[config.mk]
export PLATFORM = sky130hd
export DESIGN_NAME = cmd_pack_queue
export DESIGN_NICKNAME = d
export VERILOG_FILES = /design/src/rtl/cmd_pack_queue_pkg.sv /design/src/rtl/cmd_pack_queue_pack_fifo.sv /design/src/rtl/cmd_pack_queue.sv
export SDC_FILE = /design/constraint.sdc
export NUM_CORES = 1
export LEC_CHECK = 0
export ABC_CLOCK_PERIOD_IN_PS = 3300
export BUFFER_PORTS_ARGS = -buffer_cell sky130_fd_sc_hd__buf_2
export CORE_UTILIZATION = 55
export CTS_BUF_LIST = sky130_fd_sc_hd__clkbuf_16
export DETAILED_ROUTE_END_ITERATION = 7
export PLACE_DENSITY = 0.76
export SLEW_MARGIN = 20
export SYNTH_ARGS = -nofsm -noshare
export SYNTH_HDL_FRONTEND = slang
export SYNTH_SLANG_ARGS = --single-unit
[constraint.sdc]
create_clock -name MAIN_CLK -period 3.3 [get_ports MAIN_CLK]
set_input_delay 0.165 -clock MAIN_CLK [delete_from_list [all_inputs] [get_ports MAIN_CLK]]
set_output_delay 0.165 -clock MAIN_CLK [all_outputs]
set_load 0.05 [all_outputs]
[src/rtl/cmd_pack_queue_pkg.sv]
// Shared defines for the command dispatcher and its packet queue:
// FSM state encoding, command width and default sizing.
package cmd_pack_queue_pkg;

    localparam int CMD_W       = 8;
    localparam int DEF_DEPTH   = 4;
    localparam int DEF_TIMEOUT = 1023;

    typedef enum logic [1:0] {
        ST_IDLE      = 2'd0,
        ST_ISSUE     = 2'd1,
        ST_WAIT_DONE = 2'd2
    } disp_state_t;

endpackage

[src/rtl/cmd_pack_queue_pack_fifo.sv]
// pack_fifo: circular packet store with a separate occupancy counter so
// full and empty are never ambiguous. Flush clears pointers and level.
module pack_fifo #(
    parameter int DEPTH = 4,
    parameter int WIDTH = 40
) (
    input  logic               clk,
    input  logic               rst_n,
    input  logic               flush,
    input  logic               push,
    input  logic               pop,
    input  logic [WIDTH-1:0]   wdata,
    output logic [WIDTH-1:0]   rdata,
    output logic [$clog2(DEPTH):0] level,
    output logic               full,
    output logic               empty
);
    localparam int PTR_W = $clog2(DEPTH);

    logic [WIDTH-1:0]  mem_q [DEPTH];
    logic [PTR_W-1:0]  wr_ptr_q, wr_ptr_d;
    logic [PTR_W-1:0]  rd_ptr_q, rd_ptr_d;
    logic [PTR_W:0]    level_q, level_d;
    logic              do_push, do_pop;

    // A push at full is only legal when the head leaves in the same cycle.
    assign do_pop  = pop && !empty && !flush;
    assign do_push = push && !flush && (!full || do_pop);

    assign rdata = mem_q[rd_ptr_q];
    assign level = level_q;
    assign full  = (level_q == (PTR_W+1)'(DEPTH));
    assign empty = (level_q == '0);

    // Pointer and occupancy next-state; pointers wrap naturally (DEPTH is 2^n).
    always_comb begin
        wr_ptr_d = wr_ptr_q;
        rd_ptr_d = rd_ptr_q;
        level_d  = level_q;
        if (flush) begin
            wr_ptr_d = '0;
            rd_ptr_d = '0;
            level_d  = '0;
        end else begin
            if (do_push) wr_ptr_d = wr_ptr_q + 1'b1;
            if (do_pop)  rd_ptr_d = rd_ptr_q + 1'b1;
            if (do_push && !do_pop)      level_d = level_q + 1'b1;
            else if (do_pop && !do_push) level_d = level_q - 1'b1;
        end
    end

    // Control state register.
    always_ff @(posedge clk or negedge rst_n) begin
        if (!rst_n) begin
            wr_ptr_q <= '0;
            rd_ptr_q <= '0;
            level_q  <= '0;
        end else begin
            wr_ptr_q <= wr_ptr_d;
            rd_ptr_q <= rd_ptr_d;
            level_q  <= level_d;
        end
    end

    // Packet storage; contents are only meaningful below the level count.
    always_ff @(posedge clk) begin
        if (do_push) mem_q[wr_ptr_q] <= wdata;
    end

endmodule

[src/rtl/cmd_pack_queue.sv]
// cmd_pack_queue: queues received packets and hands them one at a time to
// the command dispatcher (IDLE -> ISSUE -> WAIT_DONE). Optional feature
// macro CMD_QUEUE_TIMEOUT_EN adds a WAIT_DONE watchdog driving tmo.
module cmd_pack_queue
    import cmd_pack_queue_pkg::*;
#(
    parameter int DEPTH   = DEF_DEPTH,
    parameter int DATA_W  = 16,
    parameter int TIMEOUT = DEF_TIMEOUT
) (
    input  logic                   MAIN_CLK,
    input  logic                   MAIN_RST_N,
    input  logic                   link_ok,
    input  logic                   pk_valid,
    input  logic [CMD_W-1:0]       pk_cmd,
    input  logic [DATA_W-1:0]      pk_d1,
    input  logic [DATA_W-1:0]      pk_d2,
    output logic                   disp_start,
    output logic [CMD_W-1:0]       disp_cmd,
    output logic [DATA_W-1:0]      disp_d1,
    output logic [DATA_W-1:0]      disp_d2,
    input  logic                   disp_done,
    output logic [$clog2(DEPTH):0] q_level,
    output logic                   q_full,
    output logic                   ovf,
    output logic                   tmo,
    input  logic                   clr_err
);
    localparam int PK_W = CMD_W + 2*DATA_W;

    if (DEPTH < 2 || DEPTH > 16 || (DEPTH & (DEPTH-1)) != 0) begin : g_bad_depth
        $error("cmd_pack_queue: DEPTH must be a power of 2 in 2..16");
    end
    if (TIMEOUT < 1) begin : g_bad_timeout
        $error("cmd_pack_queue: TIMEOUT must be at least 1");
    end

    disp_state_t       state_q, state_d;
    logic              pop, fifo_empty, ovf_set;
    logic [PK_W-1:0]   head;
    logic [CMD_W-1:0]  cmd_q;
    logic [DATA_W-1:0] d1_q, d2_q;
    logic              ovf_q;

    pack_fifo #(.DEPTH(DEPTH), .WIDTH(PK_W)) u_fifo (
        .clk   (MAIN_CLK),
        .rst_n (MAIN_RST_N),
        .flush (!link_ok),
        .push  (pk_valid),
        .pop   (pop),
        .wdata ({pk_cmd, pk_d1, pk_d2}),
        .rdata (head),
        .level (q_level),
        .full  (q_full),
        .empty (fifo_empty)
    );

    // Drops only count while the link is up; a flush cycle discards silently.
    assign ovf_set    = pk_valid && link_ok && q_full && !pop;
    assign disp_start = (state_q == ST_ISSUE);
    assign disp_cmd   = cmd_q;
    assign disp_d1    = d1_q;
    assign disp_d2    = d2_q;
    assign ovf        = ovf_q;

`ifdef CMD_QUEUE_TIMEOUT_EN
    localparam int TMO_W = $clog2(TIMEOUT + 1);
    logic [TMO_W-1:0] tcnt_q, tcnt_d;
    logic             tmo_q, tmo_set, tmo_hit;

    assign tmo_hit = (tcnt_q == TMO_W'(TIMEOUT - 1));
    assign tmo     = tmo_q;

    // Watchdog counts consecutive cycles spent in WAIT_DONE.
    always_comb tcnt_d = (state_q == ST_WAIT_DONE && state_d == ST_WAIT_DONE) ? tcnt_q + 1'b1 : '0;

    // Watchdog counter and sticky timeout flag (set beats clear).
    always_ff @(posedge MAIN_CLK or negedge MAIN_RST_N) begin
        if (!MAIN_RST_N) begin
            tcnt_q <= '0;
            tmo_q  <= 1'b0;
        end else begin
            tcnt_q <= tcnt_d;
            if (tmo_set)      tmo_q <= 1'b1;
            else if (clr_err) tmo_q <= 1'b0;
        end
    end
`else
    assign tmo = 1'b0;
`endif

    // Dispatcher FSM next-state: pop in IDLE, one-cycle ISSUE, wait for done.
    always_comb begin
        state_d = state_q;
        pop     = 1'b0;
`ifdef CMD_QUEUE_TIMEOUT_EN
        tmo_set = 1'b0;
`endif
        unique case (state_q)
            ST_IDLE: begin
                if (link_ok && !fifo_empty) begin
                    pop     = 1'b1;
                    state_d = ST_ISSUE;
                end
            end
            ST_ISSUE: state_d = ST_WAIT_DONE;
            ST_WAIT_DONE: begin
                if (disp_done) state_d = ST_IDLE;
`ifdef CMD_QUEUE_TIMEOUT_EN
                else if (tmo_hit) begin
                    state_d = ST_IDLE;
                    tmo_set = 1'b1;
                end
`endif
            end
            default: state_d = ST_IDLE;
        endcase
    end

    // State, issued-packet holding registers and sticky overflow flag.
    always_ff @(posedge MAIN_CLK or negedge MAIN_RST_N) begin
        if (!MAIN_RST_N) begin
            state_q <= ST_IDLE;
            cmd_q   <= '0;
            d1_q    <= '0;
            d2_q    <= '0;
            ovf_q   <= 1'b0;
        end else begin
            state_q <= state_d;
            if (pop) {cmd_q, d1_q, d2_q} <= head;
            if (ovf_set)      ovf_q <= 1'b1;
            else if (clr_err) ovf_q <= 1'b0;
        end
    end

endmodule

==> run_summary.xml, run 1 <==
<?xml version="1.0" encoding="UTF-8"?>
<metrics>
  <group name="status">
    <metric name="run_status" unit="">finished, violations left</metric>
    <metric name="violations" unit="">DRC</metric>
  </group>
  <group name="timing">
    <metric name="final_min_period_over_clock_period" unit="%">88.9</metric>
    <metric name="fin_worst_skew" unit="ns">0.00836</metric>
    <metric name="achievable-frequency" unit="MHz">341</metric>
    <metric name="slew_viol_final" unit="">0</metric>
    <metric name="tns" unit="ns">0</metric>
    <metric name="report.final.setup_viol" unit="">0</metric>
    <metric name="rsz_0062_raised_after_global_routing" unit="">false</metric>
    <metric name="relSlewSlack" unit="%">30.3</metric>
    <metric name="tightest_slew" unit="ns">1.05</metric>
    <metric name="final_hold_viol_count" unit="">0</metric>
    <metric name="finalWorstPathRequiredPeriod" unit="ns">2.93</metric>
  </group>
  <group name="final_layout">
    <metric name="area_delta_synth_final" unit="%">22.0</metric>
    <metric name="num-fill-cells" unit="">897</metric>
    <metric name="register_area" unit="um2">6060</metric>
    <metric name="drive_above_1_share" unit="%">33.6</metric>
    <metric name="antenna_cells_inserted" unit="">0</metric>
    <metric name="multi_input_comb_area" unit="um2">1790</metric>
    <metric name="fin_nets" unit="">570</metric>
  </group>
  <group name="setup_path">
    <metric name="cp.required" unit="ns">3.66</metric>
    <metric name="reg2reg_from" unit="">state_q[1]$_DFFE_PN0P_</metric>
    <metric name="reg2reg_setup_slack" unit="ns">0.37</metric>
    <metric name="worst-endpoint-arrival" unit="ns">3.30</metric>
    <metric name="path_delay_family" unit="">simple AND/OR/NAND/NOR gates</metric>
    <metric name="r2r-end" unit="">u_fifo.level[2]$_DFFE_PN0P_</metric>
    <metric name="critPathCapture" unit="">u_fifo.level[2]$_DFFE_PN0P_</metric>
    <metric name="type_of_destination_of_the_critical_path" unit="">flip-flop</metric>
    <metric name="r2r.worst_path.cells" unit="">7</metric>
    <metric name="worstSetupPathDepth" unit="">7</metric>
    <metric name="worst-path-max-fanout" unit="">8</metric>
    <metric name="worstSetupStartpoint" unit="">state_q[1]$_DFFE_PN0P_</metric>
    <metric name="critical_setup_path_kind" unit="">flip-flop to flip-flop</metric>
    <metric name="crit_path_top_delay_cell" unit="">sky130_fd_sc_hd__or3b_1</metric>
    <metric name="cp.buffers_inverters" unit="">0</metric>
    <metric name="critPathLaunchType" unit="">flip-flop</metric>
    <metric name="largest_stage_delay_on_the_critical_path" unit="ns">0.56</metric>
    <metric name="timing.critical_path.cells" unit="">or3b_1, a31oi_1, nor2b_1, fa_1, or4b_1, and4b_1, a221o_1</metric>
  </group>
  <group name="clocking">
    <metric name="post-cts-setup-buffer-count" unit="">0</metric>
    <metric name="ctsLongestPathBuffers" unit="">3</metric>
    <metric name="tritoncts" unit="">built</metric>
    <metric name="cts-hold-fix-buffers" unit="">43</metric>
    <metric name="clockRootBuffer" unit="">sky130_fd_sc_hd__clkbuf_16</metric>
    <metric name="cts_sinks" unit="">210</metric>
    <metric name="cts.repair.resized" unit="">0</metric>
    <metric name="htree_num_levels" unit="">1</metric>
    <metric name="cts_inserted_buffers" unit="">22</metric>
    <metric name="worstSkewPairLatency" unit="ns">0.48</metric>
    <metric name="post_cts_clock_slew_at_the_launch_and_capture_registers_of_the_worst_setup_and_hold_paths" unit="ns">0.06</metric>
  </group>
  <group name="logic_synthesis">
    <metric name="synthDominantAreaCellType" unit="">sky130_fd_sc_hd__edfxtp_1</metric>
    <metric name="edff_count_synth" unit="">160</metric>
    <metric name="synthesis.area_per_instance" unit="um2">21.4</metric>
    <metric name="synth.most_common_cell" unit="">sky130_fd_sc_hd__edfxtp_1</metric>
    <metric name="syn-num-nets" unit="">424</metric>
    <metric name="synth.top_cell.area_share" unit="%">60.2</metric>
    <metric name="seq_area_frac_synth" unit="%">75.9</metric>
    <metric name="yosys-top-cells-count" unit="">sky130_fd_sc_hd__edfxtp_1 (160), sky130_fd_sc_hd__dfrtp_1 (50), sky130_fd_sc_hd__mux4_2 (40), sky130_fd_sc_hd__mux2_1 (36), sky130_fd_sc_hd__nand2_1 (9)</metric>
    <metric name="ys_warn_count" unit="">0</metric>
    <metric name="synth_seq_cells" unit="">210</metric>
    <metric name="dominantRegCellSynth" unit="">sky130_fd_sc_hd__edfxtp_1</metric>
    <metric name="synth_area_leaders" unit="">sky130_fd_sc_hd__edfxtp_1 (60%), sky130_fd_sc_hd__dfrtp_1 (16%), sky130_fd_sc_hd__mux4_2 (11%), sky130_fd_sc_hd__mux2_1 (5.1%), sky130_fd_sc_hd__ha_1 (0.63%)</metric>
    <metric name="async_reset_ff_share" unit="%">23.8</metric>
    <metric name="synth_cell_type_count" unit="">41</metric>
    <metric name="synth.cell_area" unit="um2">7980</metric>
    <metric name="syn-instance-count" unit="">373</metric>
  </group>
  <group name="detailed_routing">
    <metric name="drt_iter0_drc" unit="">316</metric>
    <metric name="detailedRoute.firstPassIterationCount" unit="">6</metric>
    <metric name="wl" unit="um">14100</metric>
    <metric name="dr_vias" unit="">3966</metric>
    <metric name="route.antenna.remaining_nets" unit="">0</metric>
    <metric name="routed_via_density" unit="">5.55</metric>
    <metric name="wire_per_inst" unit="um">19.7</metric>
    <metric name="post-route-drc-count" unit="">1</metric>
  </group>
  <group name="die">
    <metric name="initial_core_util" unit="%">56.8</metric>
    <metric name="placementRows" unit="">43</metric>
    <metric name="die_area" unit="um2">15000</metric>
    <metric name="core_area" unit="um2">14000</metric>
    <metric name="number_of_i_o_pins" unit="">93</metric>
    <metric name="die_h" unit="um">122</metric>
    <metric name="floorplan.die.width" unit="um">122</metric>
  </group>
  <group name="min_path">
    <metric name="hold_path_class" unit="">primary input to flip-flop</metric>
  </group>
  <group name="place">
    <metric name="place.detailed.hpwl" unit="um">8180</metric>
    <metric name="portBuffers" unit="">91</metric>
    <metric name="place_congestion" unit="">0.938</metric>
  </group>
  <group name="power_and_ir_drop">
    <metric name="leakage" unit="nW">3.59</metric>
    <metric name="power-per-cell-area" unit="nW/um2">884</metric>
    <metric name="power" unit="mW">8.61</metric>
    <metric name="ir_drop" unit="V">0.000508</metric>
  </group>
  <group name="global_route">
    <metric name="grt_pass1_wl" unit="um">22500</metric>
    <metric name="gr-total-overflow" unit="">0</metric>
    <metric name="grt_antenna_before_repair" unit="">0</metric>
    <metric name="grt.total_usage" unit="%">20.2</metric>
    <metric name="grt_start_max_net_pins" unit="">44</metric>
    <metric name="grt_pass1_vias" unit="">4293</metric>
  </group>
  <group name="run">
    <metric name="timing.max_cap.violations" unit="">0</metric>
  </group>
</metrics>
## routing by layer
| metal | share of wire, % | GRT usage [%] |
|---|---|---|
| met1 | 41 | 26.3 |
| met2 | 52 | 34.7 |
| met3 | 4.9 | 3.35 |
| met4 | 2.5 | 6.86 |
| met5 | 0 | 0 |
## report_power, final
| part | internal [mW] | switching [mW] |
|---|---|---|
| logic | 0.977 | 1.63 |
| clock network | 1.41 | 0.924 |
| registers | 3.26 | 0.408 |
| total | 5.65 | 2.96 |
## worst min path at each step
stage,to,from,depth (start not counted),slack [ns]
after global routing,u_fifo.level[1]$_DFFE_PN0P_,link_ok,2,0.07
after detailed placement,disp_d1[0]$_DFFE_PN0N_,MAIN_RST_N,1,0.27
final,u_fifo.rd_ptr_q[0]$_DFFE_PN0P_,link_ok,3,0.05
after floorplan,disp_cmd[0]$_DFFE_PN0N_,MAIN_RST_N,0,-0.13
after CTS,ovf$_DFFE_PN0P_,pk_valid,3,0.02
after global placement,disp_d1[0]$_DFFE_PN0N_,MAIN_RST_N,1,0.26
## area by class of cell
class / instances / area share [%]
Inverter: 6 / 0.231
Clock inverter: 17 / 1.29
Multi-Input combinational cell: 138 / 18.4
Tap cell: 180 / 2.31
Clock buffer: 23 / 5.91
Timing Repair Buffer: 141 / 9.64
Sequential cell: 210 / 62.3
## worst reg2reg max path: stages (launching register included)
cell and delay (ns):
sky130_fd_sc_hd__dfrtp_1 0.44, sky130_fd_sc_hd__or3b_1 0.56, sky130_fd_sc_hd__a31oi_1 0.36, sky130_fd_sc_hd__nor2b_1 0.24
sky130_fd_sc_hd__fa_1 0.25, sky130_fd_sc_hd__or4b_1 0.48, sky130_fd_sc_hd__and4b_1 0.23, sky130_fd_sc_hd__a221o_1 0.26
## cells in the final DEF (no fill, tap or decap), types with 2 or more instances in the layout
cell and instances:
sky130_fd_sc_hd__nor2_1 3, sky130_fd_sc_hd__mux2i_1 4, sky130_fd_sc_hd__buf_2 91, sky130_fd_sc_hd__mux2_2 4
sky130_fd_sc_hd__dlygate4sd3_1 43, sky130_fd_sc_hd__clkinv_2 4, sky130_fd_sc_hd__dfrtp_1 48, sky130_fd_sc_hd__and2_1 3
sky130_fd_sc_hd__nand2_1 9, sky130_fd_sc_hd__ha_1 4, sky130_fd_sc_hd__nor2b_1 2, sky130_fd_sc_hd__o21ai_0 2
sky130_fd_sc_hd__nand3_1 2, sky130_fd_sc_hd__o22ai_1 2, sky130_fd_sc_hd__inv_1 12, sky130_fd_sc_hd__mux2_1 36
sky130_fd_sc_hd__clkinv_1 4, sky130_fd_sc_hd__a31oi_1 2, sky130_fd_sc_hd__mux4_2 40, sky130_fd_sc_hd__and2_2 4
sky130_fd_sc_hd__buf_4 7, sky130_fd_sc_hd__clkbuf_16 23, sky130_fd_sc_hd__bufinv_16 2, sky130_fd_sc_hd__nor3_1 2
sky130_fd_sc_hd__edfxtp_1 160
## flip-flops by register name, summed over array words and instances, names as in the netlist
| signal | count |
|---|---|
| u_fifo.mem_q | 160 |
| u_fifo.level | 3 |
| ovf | 1 |
| disp_d1 | 16 |
| u_fifo.rd_ptr_q | 2 |
| disp_d2 | 16 |
| state_q | 2 |
| u_fifo.wr_ptr_q | 2 |
| disp_cmd | 8 |
## kinds of logic (layout without fill, tap and decap cells)
kind of cell,count (synthesis),after routing,synth area share (%)
other cells,1,1,0.0470
mux,84,84,17.4
compound gates,14,14,1.32
flops,210,210,75.9
xor+xnor,1,1,0.110
buf+inv,25,187,1.79
fa+ha+maj,5,5,0.878
simple gates,33,33,2.54
## per-stage QoR
step	util, %	setup WS (ns)	area, um2	hold slack [ns]	cells
2_1_floorplan	-	0.588	7980	-0.131	373
6_report	69.3	0.366	9730	0.0483	715
3_5_place_dp	61.3	0.397	8600	0.266	632
3_3_place_gp	61.3	0.565	8600	0.258	632
5_1_grt	69.3	0.312	9730	0.0658	715
4_1_cts	69.3	0.389	9730	0.0218	715
(Power assumes the default switching activity.)
==> run 2, diff against run 1 <==
--- a/config.mk
+++ b/config.mk
@@ -7,6 +7,7 @@
 export LEC_CHECK = 0
 export ABC_CLOCK_PERIOD_IN_PS = 3300
 export BUFFER_PORTS_ARGS = -buffer_cell sky130_fd_sc_hd__buf_2
+export CORE_MARGIN = 5
 export CORE_UTILIZATION = 55
 export CTS_BUF_LIST = sky130_fd_sc_hd__clkbuf_16
 export DETAILED_ROUTE_END_ITERATION = 7
==> run_summary.xml, run 2 (same netlist as run 1, synthesis figures left out) <==
<?xml version="1.0" encoding="UTF-8"?>
<metrics>
  <group name="die">
    <metric name="placementRows" unit="">44</metric>
    <metric name="core_area" unit="um2">14400</metric>
    <metric name="number_of_i_o_pins" unit="">93</metric>
    <metric name="die_area" unit="um2">17000</metric>
    <metric name="initial_core_util" unit="%">55.5</metric>
    <metric name="die_h" unit="um">130</metric>
    <metric name="floorplan.die.width" unit="um">130</metric>
  </group>
  <group name="global_route">
    <metric name="grt_start_max_net_pins" unit="">44</metric>
    <metric name="grt_antenna_before_repair" unit="">0</metric>
    <metric name="grt_pass1_vias" unit="">4279</metric>
    <metric name="grt_pass1_wl" unit="um">23600</metric>
    <metric name="grt.total_usage" unit="%">18.4</metric>
    <metric name="gr-total-overflow" unit="">0</metric>
  </group>
  <group name="clocking">
    <metric name="worstSkewPairLatency" unit="ns">0.49</metric>
    <metric name="post_cts_clock_slew_at_the_launch_and_capture_registers_of_the_worst_setup_and_hold_paths" unit="ns">0.06</metric>
    <metric name="cts-hold-fix-buffers" unit="">43</metric>
    <metric name="post-cts-setup-buffer-count" unit="">0</metric>
    <metric name="tritoncts" unit="">built</metric>
    <metric name="ctsLongestPathBuffers" unit="">3</metric>
    <metric name="cts_inserted_buffers" unit="">22</metric>
    <metric name="htree_num_levels" unit="">1</metric>
    <metric name="clockRootBuffer" unit="">sky130_fd_sc_hd__clkbuf_16</metric>
    <metric name="cts.repair.resized" unit="">0</metric>
    <metric name="cts_sinks" unit="">210</metric>
  </group>
  <group name="detailed_routing">
    <metric name="routed_via_density" unit="">5.53</metric>
    <metric name="wire_per_inst" unit="um">20.8</metric>
    <metric name="detailedRoute.firstPassIterationCount" unit="">4</metric>
    <metric name="route.antenna.remaining_nets" unit="">0</metric>
    <metric name="drt_iter0_drc" unit="">203</metric>
    <metric name="dr_vias" unit="">3971</metric>
    <metric name="post-route-drc-count" unit="">0</metric>
    <metric name="wl" unit="um">14900</metric>
  </group>
  <group name="setup_path">
    <metric name="worst-endpoint-arrival" unit="ns">3.45</metric>
    <metric name="reg2reg_setup_slack" unit="ns">0.23</metric>
    <metric name="r2r.worst_path.cells" unit="">7</metric>
    <metric name="path_delay_family" unit="">simple AND/OR/NAND/NOR gates</metric>
    <metric name="reg2reg_from" unit="">state_q[1]$_DFFE_PN0P_</metric>
    <metric name="worst-path-max-fanout" unit="">8</metric>
    <metric name="crit_path_top_delay_cell" unit="">sky130_fd_sc_hd__or3b_1</metric>
    <metric name="largest_stage_delay_on_the_critical_path" unit="ns">0.55</metric>
    <metric name="cp.buffers_inverters" unit="">0</metric>
    <metric name="type_of_destination_of_the_critical_path" unit="">flip-flop</metric>
    <metric name="critPathLaunchType" unit="">flip-flop</metric>
    <metric name="timing.critical_path.cells" unit="">or3b_1, a31oi_1, nor2b_1, fa_1, or4b_1, and4b_1, a221o_1</metric>
    <metric name="critical_setup_path_kind" unit="">flip-flop to flip-flop</metric>
    <metric name="cp.required" unit="ns">3.67</metric>
    <metric name="r2r-end" unit="">u_fifo.level[2]$_DFFE_PN0P_</metric>
  </group>
  <group name="timing">
    <metric name="relSlewSlack" unit="%">30.3</metric>
    <metric name="achievable-frequency" unit="MHz">326</metric>
    <metric name="slew_viol_final" unit="">0</metric>
    <metric name="final.setup.worst_slack" unit="ns">0.229</metric>
    <metric name="fin_worst_skew" unit="ns">0.0111</metric>
    <metric name="report.final.setup_viol" unit="">0</metric>
    <metric name="final_hold_viol_count" unit="">0</metric>
    <metric name="tns" unit="ns">0</metric>
    <metric name="final_min_period_over_clock_period" unit="%">93.1</metric>
    <metric name="tightest_slew" unit="ns">1.05</metric>
    <metric name="finalWorstPathRequiredPeriod" unit="ns">3.07</metric>
    <metric name="rsz_0062_raised_after_global_routing" unit="">false</metric>
  </group>
  <group name="final_layout">
    <metric name="final_cell_count_no_fill" unit="">718</metric>
    <metric name="commonest_non_fill_non_tap_cell_in_the_layout" unit="">sky130_fd_sc_hd__edfxtp_1</metric>
    <metric name="area_delta_synth_final" unit="%">23.0</metric>
    <metric name="post-route-cell-area" unit="um2">9820</metric>
    <metric name="drive_above_1_share" unit="%">33.7</metric>
    <metric name="fin_nets" unit="">569</metric>
    <metric name="layout_common_cells" unit="">sky130_fd_sc_hd__edfxtp_1 (160), sky130_fd_sc_hd__buf_2 (91), sky130_fd_sc_hd__dfrtp_1 (48)</metric>
    <metric name="antenna_cells_inserted" unit="">0</metric>
    <metric name="largest_register" unit="">u_fifo.mem_q</metric>
    <metric name="largest_register_ffs" unit="">160</metric>
  </group>
  <group name="power_and_ir_drop">
    <metric name="ir_drop" unit="V">0.000550</metric>
    <metric name="seq_power_share" unit="%">41.8</metric>
    <metric name="power-per-cell-area" unit="nW/um2">893</metric>
    <metric name="leakage" unit="nW">3.62</metric>
    <metric name="fraction_of_power_consumed_by_combinational_cells" unit="%">30.1</metric>
    <metric name="clkPwrFrac" unit="%">28.1</metric>
    <metric name="p_switching" unit="mW">3.02</metric>
    <metric name="swShare" unit="%">34.5</metric>
    <metric name="power" unit="mW">8.77</metric>
    <metric name="p_int" unit="mW">5.75</metric>
  </group>
  <group name="place">
    <metric name="post_dp_cell_area" unit="um2">8650</metric>
    <metric name="portBuffers" unit="">91</metric>
    <metric name="place_congestion" unit="">0.812</metric>
    <metric name="placed_cells_incl_taps" unit="">635</metric>
    <metric name="place.detailed.hpwl" unit="um">8580</metric>
    <metric name="post-place-ws" unit="ns">0.383</metric>
  </group>
  <group name="run">
    <metric name="timing.max_cap.violations" unit="">0</metric>
  </group>
  <group name="min_path">
    <metric name="min_from" unit="">pk_valid</metric>
    <metric name="hold_path_class" unit="">primary input to flip-flop</metric>
    <metric name="cells_on_worst_hold_path" unit="">3</metric>
    <metric name="worstHoldEndpoint" unit="">ovf$_DFFE_PN0P_</metric>
  </group>
  <group name="status">
    <metric name="run_status" unit="">finished clean</metric>
  </group>
</metrics>
[run 2: changes by cell type in the layout (fill, tap and decap cells not counted)]
cell | previous run | this run
sky130_fd_sc_hd__buf_12 | 0 | 4
sky130_fd_sc_hd__inv_6 | 0 | 1
sky130_fd_sc_hd__inv_8 | 0 | 1
sky130_fd_sc_hd__clkinv_2 | 4 | 3
sky130_fd_sc_hd__clkinvlp_4 | 1 | 0
sky130_fd_sc_hd__bufinv_16 | 2 | 3
sky130_fd_sc_hd__clkinv_1 | 4 | 3
sky130_fd_sc_hd__buf_4 | 7 | 2
[run 2: routing by layer]
metal  routed length (um)  share of wire (%)  vias up  GRT usage, %
met5                    0                  0        -             0
met4                  254                1.7        0          4.78
met3                  868                5.8       23          3.58
met2                 7540                 51      121          30.5
met1                 6260                 42     2042          25.6
li1                     -                  -     1785             -
[run 2: per-stage QoR]
stage	util [%]	hold slack [ns]
2_1_floorplan	-	-0.131
3_3_place_gp	60.2	0.190
3_5_place_dp	60.2	0.200
4_1_cts	68.3	0.0332
5_1_grt	68.3	0.0582
6_report	68.3	0.0451
[run 2: how the worst max path moves through the flow]
stage / from / slack, ns / cells past startpoint / end
2_1_floorplan: u_fifo.level[2]$_DFFE_PN0P_ / 0.59 / 9 / u_fifo.level[2]$_DFFE_PN0P_
3_3_place_gp: state_q[1]$_DFFE_PN0P_ / 0.51 / 7 / u_fifo.level[2]$_DFFE_PN0P_
3_5_place_dp: state_q[1]$_DFFE_PN0P_ / 0.38 / 7 / u_fifo.level[2]$_DFFE_PN0P_
4_1_cts: state_q[1]$_DFFE_PN0P_ / 0.32 / 7 / u_fifo.level[2]$_DFFE_PN0P_
5_1_grt: state_q[1]$_DFFE_PN0P_ / 0.09 / 7 / u_fifo.level[2]$_DFFE_PN0P_
6_report: state_q[1]$_DFFE_PN0P_ / 0.23 / 7 / u_fifo.level[2]$_DFFE_PN0P_
[run 2: power by group through the flow]
stage	combinational [mW]	sequential (mW)	clock [mW]
after detailed placement	2.61	3.73	0
after floorplan	1.29	4.43	0
final	2.64	3.66	2.47
after CTS	2.67	3.68	2.50
after global routing	2.80	3.74	2.64
after global placement	2.57	3.70	0
[run 2: layout make-up]
cell class              instances  area, um2
clock inverters                17        159
clock buffers                  23        576
repair buffers                140        981
multi-input cells             138       1790
flip-flops and latches        210       6060
well taps                     184        230
fillers                       915       4550
inverters                       6       22.5
[run 2: tightest hold or removal path, stage by stage]
cell	delay, ns
sky130_fd_sc_hd__buf_2	0.15
sky130_fd_sc_hd__nand2_1	0.10
sky130_fd_sc_hd__o22ai_1	0.07
==> run 3, diff against run 2 <==
--- a/config.mk
+++ b/config.mk
@@ -12,6 +12,7 @@
 export CTS_BUF_LIST = sky130_fd_sc_hd__clkbuf_16
 export DETAILED_ROUTE_END_ITERATION = 7
 export PLACE_DENSITY = 0.76
+export REMOVE_ABC_BUFFERS = 1
 export SLEW_MARGIN = 20
 export SYNTH_ARGS = -nofsm -noshare
 export SYNTH_HDL_FRONTEND = slang
==> run_summary.xml, run 3 (same netlist as run 1, synthesis figures left out) <==
<?xml version="1.0" encoding="UTF-8"?>
<metrics>
  <group name="place">
    <metric name="portBuffers" unit="">91</metric>
    <metric name="place.detailed.hpwl" unit="um">8680</metric>
    <metric name="place_congestion" unit="">0.851</metric>
    <metric name="post-place-ws" unit="ns">0.408</metric>
  </group>
  <group name="setup_path">
    <metric name="type_of_destination_of_the_critical_path" unit="">flip-flop</metric>
    <metric name="worst-path-max-fanout" unit="">8</metric>
    <metric name="r2r.worst_path.cells" unit="">7</metric>
    <metric name="reg2reg_from" unit="">state_q[1]$_DFFE_PN0P_</metric>
    <metric name="cp.buffers_inverters" unit="">0</metric>
    <metric name="r2r-end" unit="">u_fifo.level[2]$_DFFE_PN0P_</metric>
    <metric name="largest_stage_delay_on_the_critical_path" unit="ns">0.55</metric>
    <metric name="critical_setup_path_kind" unit="">flip-flop to flip-flop</metric>
    <metric name="crit_path_top_delay_cell" unit="">sky130_fd_sc_hd__or3b_1</metric>
    <metric name="path_delay_family" unit="">simple AND/OR/NAND/NOR gates</metric>
    <metric name="cp.required" unit="ns">3.67</metric>
    <metric name="reg2reg_setup_slack" unit="ns">0.40</metric>
    <metric name="timing.critical_path.cells" unit="">or3b_1, a31oi_1, nor2b_1, fa_1, or4b_1, and4b_1, a221o_1</metric>
    <metric name="worst-endpoint-arrival" unit="ns">3.26</metric>
    <metric name="critPathLaunchType" unit="">flip-flop</metric>
  </group>
  <group name="die">
    <metric name="die_h" unit="um">130</metric>
    <metric name="floorplan.die.width" unit="um">130</metric>
    <metric name="number_of_i_o_pins" unit="">93</metric>
    <metric name="core_area" unit="um2">14400</metric>
    <metric name="placementRows" unit="">44</metric>
    <metric name="initial_core_util" unit="%">55.5</metric>
    <metric name="die_area" unit="um2">17000</metric>
  </group>
  <group name="clocking">
    <metric name="cts_sinks" unit="">210</metric>
    <metric name="htree_num_levels" unit="">1</metric>
    <metric name="post-cts-setup-buffer-count" unit="">0</metric>
    <metric name="cts_inserted_buffers" unit="">21</metric>
    <metric name="clockRootBuffer" unit="">sky130_fd_sc_hd__clkbuf_16</metric>
    <metric name="ctsLongestPathBuffers" unit="">3</metric>
    <metric name="worstSkewPairLatency" unit="ns">0.48</metric>
    <metric name="tritoncts" unit="">built</metric>
    <metric name="cts-hold-fix-buffers" unit="">43</metric>
    <metric name="cts.repair.resized" unit="">0</metric>
    <metric name="post_cts_clock_slew_at_the_launch_and_capture_registers_of_the_worst_setup_and_hold_paths" unit="ns">0.07</metric>
  </group>
  <group name="final_layout">
    <metric name="commonest_non_fill_non_tap_cell_in_the_layout" unit="">sky130_fd_sc_hd__edfxtp_1</metric>
    <metric name="largest_register_ffs" unit="">160</metric>
    <metric name="drive_above_1_share" unit="%">32.9</metric>
    <metric name="layout_common_cells" unit="">sky130_fd_sc_hd__edfxtp_1 (160), sky130_fd_sc_hd__buf_2 (91), sky130_fd_sc_hd__dfrtp_1 (48)</metric>
    <metric name="area_delta_synth_final" unit="%">21.3</metric>
    <metric name="antenna_cells_inserted" unit="">0</metric>
    <metric name="fin_nets" unit="">569</metric>
    <metric name="largest_register" unit="">u_fifo.mem_q</metric>
  </group>
  <group name="run">
    <metric name="timing.max_cap.violations" unit="">0</metric>
  </group>
  <group name="min_path">
    <metric name="min_from" unit="">pk_valid</metric>
    <metric name="worstHoldEndpoint" unit="">ovf$_DFFE_PN0P_</metric>
    <metric name="hold_path_class" unit="">primary input to flip-flop</metric>
    <metric name="cells_on_worst_hold_path" unit="">3</metric>
  </group>
  <group name="detailed_routing">
    <metric name="dr_vias" unit="">3944</metric>
    <metric name="wl" unit="um">14400</metric>
    <metric name="post-route-drc-count" unit="">0</metric>
    <metric name="routed_via_density" unit="">5.51</metric>
    <metric name="route.antenna.remaining_nets" unit="">0</metric>
    <metric name="wire_per_inst" unit="um">20.1</metric>
    <metric name="drt_iter0_drc" unit="">258</metric>
    <metric name="detailedRoute.firstPassIterationCount" unit="">4</metric>
  </group>
  <group name="timing">
    <metric name="achievable-frequency" unit="MHz">345</metric>
    <metric name="slew_viol_final" unit="">0</metric>
    <metric name="final_hold_viol_count" unit="">0</metric>
    <metric name="rsz_0062_raised_after_global_routing" unit="">false</metric>
    <metric name="finalWorstPathRequiredPeriod" unit="ns">2.90</metric>
    <metric name="relSlewSlack" unit="%">43.5</metric>
    <metric name="report.final.setup_viol" unit="">0</metric>
    <metric name="tightest_slew" unit="ns">0.847</metric>
    <metric name="fin_worst_skew" unit="ns">0.0119</metric>
    <metric name="tns" unit="ns">0</metric>
    <metric name="final_min_period_over_clock_period" unit="%">87.9</metric>
    <metric name="final.setup.worst_slack" unit="ns">0.400</metric>
  </group>
  <group name="global_route">
    <metric name="met3_usage" unit="%">3.50</metric>
    <metric name="grt_util_met1" unit="%">24.7</metric>
    <metric name="grt_pass1_wl" unit="um">22800</metric>
    <metric name="gr-total-overflow" unit="">0</metric>
    <metric name="grt.total_usage" unit="%">17.6</metric>
    <metric name="grt_antenna_before_repair" unit="">0</metric>
    <metric name="grt_start_max_net_pins" unit="">44</metric>
    <metric name="groute.layer.met2.usage" unit="%">29.4</metric>
    <metric name="grt_pass1_vias" unit="">4171</metric>
    <metric name="grt.busiest_layer" unit="">met2</metric>
  </group>
  <group name="status">
    <metric name="run_status" unit="">finished clean</metric>
  </group>
  <group name="power_and_ir_drop">
    <metric name="ir_drop" unit="V">0.000760</metric>
    <metric name="leakage" unit="nW">3.57</metric>
    <metric name="power-per-cell-area" unit="nW/um2">861</metric>
  </group>
</metrics>
-- run 3: layer usage --
layer | wire (um) | vias to the layer above | part of all wire [%]
met2 | 7300 | 114 | 51
met1 | 6140 | 2037 | 43
li1 | - | 1778 | -
met3 | 824 | 15 | 5.7
met4 | 161 | 0 | 1.1
met5 | 0 | - | 0
-- run 3: layout make-up --
| class | count | area (um2) |
|---|---|---|
| multi-input cells | 138 | 1790 |
| repair buffers | 141 | 988 |
| fillers | 909 | 4690 |
| clock buffers | 21 | 526 |
| inverters | 6 | 22.5 |
| flip-flops and latches | 210 | 6060 |
| clock inverters | 16 | 67.6 |
| well taps | 184 | 230 |
-- run 3: where the power goes --
group	total, mW	internal [mW]	switching (mW)
logic	2.64	0.982	1.65
clock network	2.04	1.15	0.891
registers	3.66	3.26	0.397
total	8.33	5.39	2.94
-- run 3: worst min-delay path, cell delays in order --
cell,delay [ns]
sky130_fd_sc_hd__buf_2,0.15
sky130_fd_sc_hd__nand2_1,0.10
sky130_fd_sc_hd__o22ai_1,0.07
-- run 3: how the worst max path moves through the flow --
stage / startpoint / cells after the start / slack (ns) / end
global route: state_q[1]$_DFFE_PN0P_ / 7 / 0.28 / u_fifo.level[2]$_DFFE_PN0P_
global placement: state_q[1]$_DFFE_PN0P_ / 7 / 0.53 / u_fifo.level[2]$_DFFE_PN0P_
finish: state_q[1]$_DFFE_PN0P_ / 7 / 0.40 / u_fifo.level[2]$_DFFE_PN0P_
floorplan: u_fifo.rd_ptr_q[0]$_DFFE_PN0P_ / 2 / 0.54 / disp_cmd[0]$_DFFE_PN0N_
CTS: state_q[1]$_DFFE_PN0P_ / 7 / 0.40 / u_fifo.level[2]$_DFFE_PN0P_
detailed placement: state_q[1]$_DFFE_PN0P_ / 7 / 0.41 / u_fifo.level[2]$_DFFE_PN0P_
-- run 3: per-stage QoR --
| step | std cells | instance area [um2] | util (%) | hold WS (ns) | power (mW) |
|---|---|---|---|---|---|
| 6_report | 716 | 9680 | 67.4 | 0.0508 | 8.33 |
| 5_1_grt | 716 | 9680 | 67.4 | 0.0610 | 8.73 |
| 4_1_cts | 716 | 9680 | 67.4 | 0.0292 | 8.42 |
| 3_5_place_dp | 636 | 8660 | 60.3 | 0.309 | 6.34 |
| 3_3_place_gp | 636 | 8660 | 60.3 | 0.290 | 6.26 |
| 2_1_floorplan | 354 | 7860 | - | -0.131 | 5.63 |
